[config.mk]
export PLATFORM = sky130hd
export DESIGN_NAME = ntt_bf_post
export DESIGN_NICKNAME = d
export VERILOG_FILES = /design/src/rtl/ntt_bf_post.sv
export SDC_FILE = /design/constraint.sdc
export NUM_CORES = 1
export LEC_CHECK = 0
export BUFFER_PORTS_ARGS = -buffer_cell sky130_fd_sc_hd__buf_2
export CAP_MARGIN = 20
export CORE_ASPECT_RATIO = 1.75
export CORE_MARGIN = 5
export CORE_UTILIZATION = 41
export DETAILED_ROUTE_END_ITERATION = 6
export GPL_TIMING_DRIVEN = 0
export SLEW_MARGIN = 20
export SYNTH_ARGS = -nofsm -noshare
export SYNTH_HDL_FRONTEND = slang
export SYNTH_SLANG_ARGS = --single-unit
[constraint.sdc]
create_clock -name clk -period 6.2 [get_ports clk]
set_clock_uncertainty 0.1 [all_clocks]
set_input_delay 0.31 -clock clk [delete_from_list [all_inputs] [get_ports clk]]
set_output_delay 0.31 -clock clk [all_outputs]
set_load 0.01 [all_outputs]
[src/rtl/ntt_bf_post.sv]
// ntt_bf_post: post-multiply half of the NTT butterfly, emits (a+p) mod Q and (a-p) mod Q plus a stage pair counter.
// Latency: LAT+1 cycles from in_valid to out_valid, one pair per cycle.
// Backpressure: none; the pipeline advances every cycle and bubbles emerge as out_valid=0.
// Optional: define BF_HALF_EN to add in_half, which halves both results mod Q (inverse-NTT scaling).
module ntt_bf_post #(
    parameter int DW    = 13,
    parameter int Q     = 3329,
    parameter int LAT   = 3,
    parameter int PAIRS = 128
) (
    input  logic                     clk,
    input  logic                     rst,
    input  logic                     in_valid,
    input  logic [DW-1:0]            in_a,
`ifdef BF_HALF_EN
    input  logic                     in_half,
`endif
    input  logic [DW-1:0]            mul_out,
    output logic                     out_valid,
    output logic [DW-1:0]            out_even,
    output logic [DW-1:0]            out_odd,
    output logic                     out_last,
    output logic [$clog2(PAIRS)-1:0] pair_cnt
);

    localparam int              CW   = $clog2(PAIRS);
    localparam logic [DW:0]     QW   = (DW+1)'(Q);
    localparam logic [CW-1:0]   LAST = CW'(PAIRS - 1);

    // Delay line matching the multiplier latency; the last stage lines up with mul_out.
    logic [LAT-1:0] vld_q;
    logic [DW-1:0]  a_q [LAT];
`ifdef BF_HALF_EN
    logic [LAT-1:0] half_q;
`endif

    logic [DW-1:0]  out_even_q, out_odd_q;
    logic           out_valid_q;
    logic [CW-1:0]  cnt_q, cnt_d;

    logic [DW:0]    m_ext, p_red, sum_w, dif_w;
    logic [DW-1:0]  even_d, odd_d;

`ifdef BF_HALF_EN
    // x/2 mod Q: odd values borrow one Q first so the shift is exact; x+Q < 2^(DW+1).
    function automatic logic [DW-1:0] half_mod(input logic [DW-1:0] x);
        logic [DW:0] t;
        t = {1'b0, x} + (x[0] ? QW : '0);
        return DW'(t >> 1);
    endfunction
`endif

    // Valid bits of the delay line are reset so in-flight pairs are dropped.
    always_ff @(posedge clk) begin
        if (!rst) begin
            vld_q <= '0;
        end else begin
            vld_q[0] <= in_valid;
            for (int i = 1; i < LAT; i++) begin
                vld_q[i] <= vld_q[i-1];
            end
        end
    end

    // Operand (and half flag) delay line; contents are meaningless without the valid bit.
    always_ff @(posedge clk) begin
        a_q[0] <= in_a;
        for (int i = 1; i < LAT; i++) begin
            a_q[i] <= a_q[i-1];
        end
`ifdef BF_HALF_EN
        half_q[0] <= in_half;
        for (int i = 1; i < LAT; i++) begin
            half_q[i] <= half_q[i-1];
        end
`endif
    end

    // Reduce the product once, then form the modular sum and difference.
    always_comb begin
        m_ext  = {1'b0, mul_out};
        p_red  = (m_ext >= QW) ? m_ext - QW : m_ext;
        sum_w  = {1'b0, a_q[LAT-1]} + p_red;
        dif_w  = {1'b0, a_q[LAT-1]} - p_red;
        even_d = DW'((sum_w >= QW) ? sum_w - QW : sum_w);
        odd_d  = DW'(dif_w[DW] ? dif_w + QW : dif_w);
`ifdef BF_HALF_EN
        if (half_q[LAT-1]) begin
            even_d = half_mod(even_d);
            odd_d  = half_mod(odd_d);
        end
`endif
    end

    // Output register; data only moves on valid pairs so it holds across bubbles.
    always_ff @(posedge clk) begin
        if (!rst) begin
            out_valid_q <= 1'b0;
            out_even_q  <= '0;
            out_odd_q   <= '0;
        end else begin
            out_valid_q <= vld_q[LAT-1];
            if (vld_q[LAT-1]) begin
                out_even_q <= even_d;
                out_odd_q  <= odd_d;
            end
        end
    end

    // Pair index steps after each emitted pair and wraps after the last pair of a stage.
    always_comb begin
        cnt_d = cnt_q;
        if (out_valid_q) begin
            cnt_d = (cnt_q == LAST) ? '0 : cnt_q + 1'b1;
        end
    end

    // Pair counter state.
    always_ff @(posedge clk) begin
        if (!rst) begin
            cnt_q <= '0;
        end else begin
            cnt_q <= cnt_d;
        end
    end

    assign out_valid = out_valid_q;
    assign out_even  = out_even_q;
    assign out_odd   = out_odd_q;
    assign pair_cnt  = cnt_q;
    assign out_last  = out_valid_q && (cnt_q == LAST);

endmodule

==> results.py, run 1 <==
metrics = {
    "run_status": {
        "status": "finished, final reports clean",
    },
    "detailed_routing": {
        "drtIter0Drc": 190,
        "vias_per_cell": 5.64,
        "final_antenna_net_count": 0,
        "route.detailed.drc": 0,
        "drt_first_pass_iters": 4,
        "wl_per_cell_um": 16.5,
        "routed-via-count": 4266,
        "finalWirelength_um": 12500,
    },
    "floorplanning": {
        "die_h_um": 151,
        "core_um2": 11200,
        "io_pins": 64,
        "dieWidth_um": 90.8,
        "start_util_pct": 42.0,
        "die_area_um2": 13800,
        "fp-row-count": 51,
    },
    "yosys": {
        "ys_async_sr_fraction_pct": 0,
        "synth_nets": 598,
        "syn_area_um2": 4690,
        "synth_edf_count": 0,
        "yosysSeqAreaShare_pct": 32.5,
        "syn_area_per_cell_um2": 8.81,
        "synth.most_common_cell": "dfxtp_1",
        "yosys.area.top_type_share_pct": 32.5,
        "synth_commonest_cells": "76 x dfxtp_1, 35 x ha_1, 34 x nor2_1",
        "ys_seq_elements": 76,
        "ys_warn_count": 0,
        "ys_types": 68,
        "yosysTopAreaCell": "dfxtp_1",
        "syn-instance-count": 532,
        "yosys-top-cells-area": "dfxtp_1 32%, ha_1 9.3%, xnor2_1 5.8%",
        "synth_flop_cell": "dfxtp_1",
    },
    "sta": {
        "setup_viol": 0,
        "tns_ns": 0,
        "fmax_mhz": 185,
        "hold_slack_ns": 0.0896,
        "worst_pin_slew_ns": 0.741,
        "rsz0062_at_grt": "no",
        "hold_viol_final": 0,
        "slew-limit-headroom_pct": 49.8,
        "drv_slew": 0,
        "post-route-min-period_ns": 5.40,
        "timing.final.crit_share_pct": 87.1,
    },
    "critical_path": {
        "path_cells": "buf_2 > inv_1 > ha_1 > nor3b_1 > nand2_1 > o21a_1 > nor2_1 > o21bai_1 > nand2_1 > or3_1 > xnor2_1 > ha_1 > buf_4 > a211o_1 > a221oi_2 > o21ai_0 > xnor2_1 > o211ai_1 > o211ai_2 > buf_2 > a211oi_1 > a311o_1",
        "required_ns": 6.33,
        "cpMaxStageDelayCell": "o21bai_1",
        "crit_path_max_fanout": 10,
        "criticalPathCategory": "input pin to flop",
        "crit_path_end_kind": "flop",
        "startpoint": "mul_out[0]",
        "path_buf_inv": 4,
        "reg2reg_depth": 11,
        "worstReg2RegStart": "a_q[0][26]",
        "cp_top_family": "compound AO/OA/AOI/OAI gates",
        "cp.arrival_ns": 5.53,
        "slowest_delay_ns": 0.59,
        "start_kind": "input pin",
        "reg2reg_slack_ns": 2.58,
        "reg2reg_to": "out_even[9]",
    },
    "power_and_ir_drop": {
        "p_per_area_nw_per_um2": 282,
        "peakVddDrop_uv": 144,
        "p_leak_uw": 0.00248,
    },
    "global_routing": {
        "grt_pass1_wl_um": 20100,
        "overflow": 0,
        "antenna_found_initial": 0,
        "grt_pass1_vias": 4252,
        "globalRouteTotalUtil_pct": 18.2,
        "grt_start_max_net_pins": 14,
    },
    "clock_tree": {
        "clock_latency_ns": 0.33,
        "cts_buffers": 9,
        "cts_tree": "built",
        "htree_num_levels": 3,
        "cts_setup_buffers": 0,
        "clock-sinks": 76,
        "path_clk_slew_ns": 0.06,
        "clock_path_buffers": 2,
        "cts_root_buf": "clkbuf_16",
    },
    "min_path": {
        "worstHoldStart": "in_valid",
        "whs_path_depth": 2,
        "hold_path_class": "input pin to flop",
        "min_to": "vld_q[0]",
    },
    "layout": {
        "drive_above_1_share_pct": 17.5,
        "final-instance-count-excl-fill": 756,
        "utilization_pct": 50.5,
        "final_net_count": 685,
        "syn_to_final_growth_pct": 20.3,
        "n_antenna_cell": 0,
    },
    "placement": {
        "routabilityCongestion": 0.900,
        "placedCellCount": 727,
        "dp_hpwl_um": 9960,
        "port_buffers": 63,
    },
    "flow_run": {
        "cap_violations": 0,
    },
}
[logic make-up (layout without fill, tap and decap cells)]
logic type / Yosys count / count (layout) / synth area share [%]
flops: 76 / 76 / 32.5
fa+ha+maj: 37 / 37 / 10.2
buf+inv: 55 / 147 / 5.58
xor+xnor: 40 / 40 / 7.47
compound gates: 141 / 141 / 22.4
simple gates: 179 / 179 / 21.0
mux: 4 / 4 / 0.854
[worst register-to-register path, stage by stage (launching register included)]
cell      delay, ns
dfxtp_1        0.31
ha_1           0.21
fa_1           0.42
xnor2_1        0.42
nand2_1        0.10
mux2i_1        0.35
nor4b_4        0.41
nor4b_2        0.32
o211ai_2       0.19
buf_2          0.24
and3_1         0.17
a311o_1        0.27
[layout by cell type (no fill, tap or decap), types with 17 or more instances in the layout]
cell type / Yosys / routed
nand3_1: 25 / 25
nor2_1: 34 / 34
nand2_1: 29 / 29
dfxtp_1: 76 / 76
ha_1: 35 / 35
o21ai_0: 17 / 17
buf_2: 4 / 67
xnor2_1: 31 / 31
inv_1: 30 / 30
a21oi_1: 28 / 28
[timing repair]
action / CTS / global route
endpoints found under the hold margin: 13 / 0
resized for setup: 0 / 0
hold buffers: 13 / 0
[where the power goes]
group	total [uW]	switching, uW	internal [uW]	leakage, uW
combinational	473	290	184	0.00168
clock	597	205	391	0.000161
sequential	520	9.76	511	0.000629
total	1590	505	1090	0.00248
[layout make-up]
cell class                      count  area [um^2]
Fill cell                        1116         5530
Multi-Input combinational cell    401         2910
Sequential cell                    76         1520
Timing Repair Buffer               76          445
Clock buffer                        9          225
Tap cell                          132          165
Buffer                             23          141
Inverter                           32          120
Clock inverter                      7          115
[stage by stage]
stage               setup WS, ns  instance area, um^2  total power, uW
global placement           0.592                 5170              985
CTS                        0.818                 5640             1600
finish                     0.799                 5640             1590
global route               0.336                 5640             1670
detailed placement         0.473                 5170              994
floorplan                   1.54                 4690              873
[worst max-delay path by stage]
stage / endpoint / slack [ns] / depth (start not counted)
floorplan: out_even[2] / 1.54 / 21
global placement: out_even[2] / 0.59 / 22
detailed placement: out_even[7] / 0.47 / 22
CTS: out_even[7] / 0.82 / 22
global route: out_even[7] / 0.34 / 22
finish: out_even[7] / 0.80 / 22
[state kept, by name, indices dropped and copies added, names as in the netlist]
register,flops
out_valid,1
out_odd,13
a_q,39
out_even,13
pair_cnt,7
vld_q,3
[metal layers]
metal	global-route usage (%)	routed length (um)
met1	17.7	4690
met2	35.9	6940
met3	3.06	491
met4	9.62	374
met5	0	0
(Power assumes the default switching activity.)
==> run 2, diff against run 1 <==
CORE_MARGIN = not set   (was 5)
SETUP_SLACK_MARGIN = 0.2   (was not set)
==> run 2 against run 1 <==
Against the previous run: routed wire length decreased by 0.51%; sequential cell count unchanged; largest power group unchanged; critical path depth did not move; register-to-register slack better by 0.06 ns; sequential power about the same; core utilization grew 0.076 points; hold slack lost 0.012 ns; global-route usage grew 3.4 points; combinational power barely moved; final cell count stayed put; sequential share of layout area grew 0.11 points; largest cell class unchanged.
==> results.py, run 2 (synthesis gave the netlist of run 1 again) <==
metrics = {
    "global_routing": {
        "overflow": 0,
        "grt_pass1_wl_um": 20100,
        "grt_start_max_net_pins": 14,
        "grt_pass1_vias": 4140,
        "antenna_found_initial": 0,
        "globalRouteTotalUtil_pct": 21.6,
    },
    "sta": {
        "timing.final.crit_share_pct": 84.8,
        "rsz0062_at_grt": "no",
        "setup_viol": 0,
        "drv_slew": 0,
        "hold_viol_final": 0,
        "fmax_mhz": 190,
        "tns_ns": 0,
        "slew-limit-headroom_pct": 42.6,
        "post-route-min-period_ns": 5.26,
        "worst_slack_ns": 0.944,
        "worst_pin_slew_ns": 0.847,
    },
    "critical_path": {
        "reg2reg_slack_ns": 2.64,
        "slowest_delay_ns": 0.55,
        "cpMaxStageDelayCell": "o21bai_1",
        "startpoint": "mul_out[0]",
        "start_kind": "input pin",
        "cp.arrival_ns": 5.38,
        "worstReg2RegStart": "a_q[0][26]",
        "required_ns": 6.33,
        "crit_path_end_kind": "flop",
        "path_cells": "buf_2 > inv_1 > ha_1 > nor3b_1 > nand2_1 > o21a_1 > nor2_1 > o21bai_1 > nand2_1 > or3_1 > xnor2_1 > ha_1 > buf_4 > a211o_1 > a221oi_2 > o21ai_0 > xnor2_1 > o211ai_1 > o211ai_2 > buf_2 > a211oi_1 > a311o_1",
        "crit_path_max_fanout": 10,
        "criticalPathCategory": "input pin to flop",
    },
    "clock_tree": {
        "cts_tree": "built",
        "htree_num_levels": 3,
        "clock_latency_ns": 0.34,
        "cts_setup_buffers": 0,
        "cts_buffers": 9,
        "path_clk_slew_ns": 0.06,
        "clock_path_buffers": 2,
        "hold_buffers": 13,
        "clock-sinks": 76,
        "cts_resized": 0,
        "cts_root_buf": "clkbuf_16",
    },
    "flow_run": {
        "cap_violations": 0,
    },
    "detailed_routing": {
        "final_antenna_net_count": 0,
        "drtIter0Drc": 151,
        "route.detailed.drc": 0,
        "wl_per_cell_um": 16.5,
        "drt_first_pass_iters": 4,
        "vias_per_cell": 5.63,
        "finalWirelength_um": 12400,
        "routed-via-count": 4257,
    },
    "layout": {
        "final_net_count": 685,
        "multi_input_area_um2": 2910,
        "seq_area_um2": 1520,
        "n_antenna_cell": 0,
        "drive_above_1_share_pct": 17.5,
        "largest_register_ffs": 39,
        "utilization_pct": 50.6,
        "layout_commonest_cell": "dfxtp_1",
        "syn_to_final_growth_pct": 19.8,
        "registers.top_by_ff_count": "a_q",
        "final_cell_mix": "76 x dfxtp_1, 67 x buf_2, 35 x ha_1",
        "nFillCells": 1120,
    },
    "placement": {
        "place_ws_ns": 0.610,
        "dp_hpwl_um": 9860,
        "routabilityCongestion": 0.894,
        "port_buffers": 63,
    },
    "floorplanning": {
        "io_pins": 64,
        "die_area_um2": 11900,
        "core_um2": 11100,
        "die_h_um": 143,
        "dieWidth_um": 82.8,
        "fp-row-count": 51,
        "start_util_pct": 42.2,
    },
    "power_and_ir_drop": {
        "p_total_uw": 1550,
        "peakVddDrop_uv": 151,
        "p_per_area_nw_per_um2": 277,
        "p_leak_uw": 0.00247,
    },
    "run_status": {
        "status": "finished, final reports clean",
    },
    "min_path": {
        "worstHoldStart": "in_valid",
        "hold_path_class": "input pin to flop",
    },
}
run 2: changes by cell type in the layout (fill, tap and decap cells not counted):
cell	before	now
clkinv_4	0	1
clkinv_2	2	3
clkinvlp_4	2	1
bufinv_16	3	2
run 2: power by group:
| part | total (uW) | internal, uW | switching [uW] |
|---|---|---|---|
| Sequential | 520 | 511 | 9.56 |
| Combinational | 476 | 184 | 292 |
| Clock | 558 | 351 | 207 |
| Total | 1550 | 1050 | 509 |
run 2: layer usage:
metal / up-vias / GRT usage, % / share of wire [%]
li1: 2118 / - / -
met5: - / 0 / 0
met1: 1991 / 20.4 / 38
met4: 0 / 13.2 / 4.3
met3: 26 / 3.85 / 3.6
met2: 122 / 42.5 / 54
run 2: final timing paths:
path / endpoint / cells after the start
max: out_even[2] / 22
min: vld_q[0] / 2
max reg2reg: out_even[2] / 11
min reg2reg: a_q[0][21] / 0
run 2: worst max-delay path, delay by kind of cell:
family	cells	cell delay (ns)
compound gates	9	2.42
simple gates	5	0.92
xor+xnor	2	0.63
fa+ha+maj	2	0.50
buf+inv	4	0.60
run 2: per-stage QoR:
step | std cells | hold WS [ns] | cell area, um^2
detailed placement | 727 | 0.212 | 5170
global route | 756 | 0.0787 | 5620
floorplan | 532 | 0.210 | 4690
global placement | 727 | 0.210 | 5170
CTS | 756 | 0.0736 | 5620
finish | 756 | 0.0777 | 5620
run 2: area by class of cell:
cell class / instances / share of cell area [%]
repair buffers: 76 / 7.93
inverters: 32 / 2.14
clock buffers: 9 / 4.01
well taps: 132 / 2.94
multi-input cells: 401 / 51.7
plain buffers: 23 / 2.52
clock inverters: 7 / 1.63
flip-flops and latches: 76 / 27.1
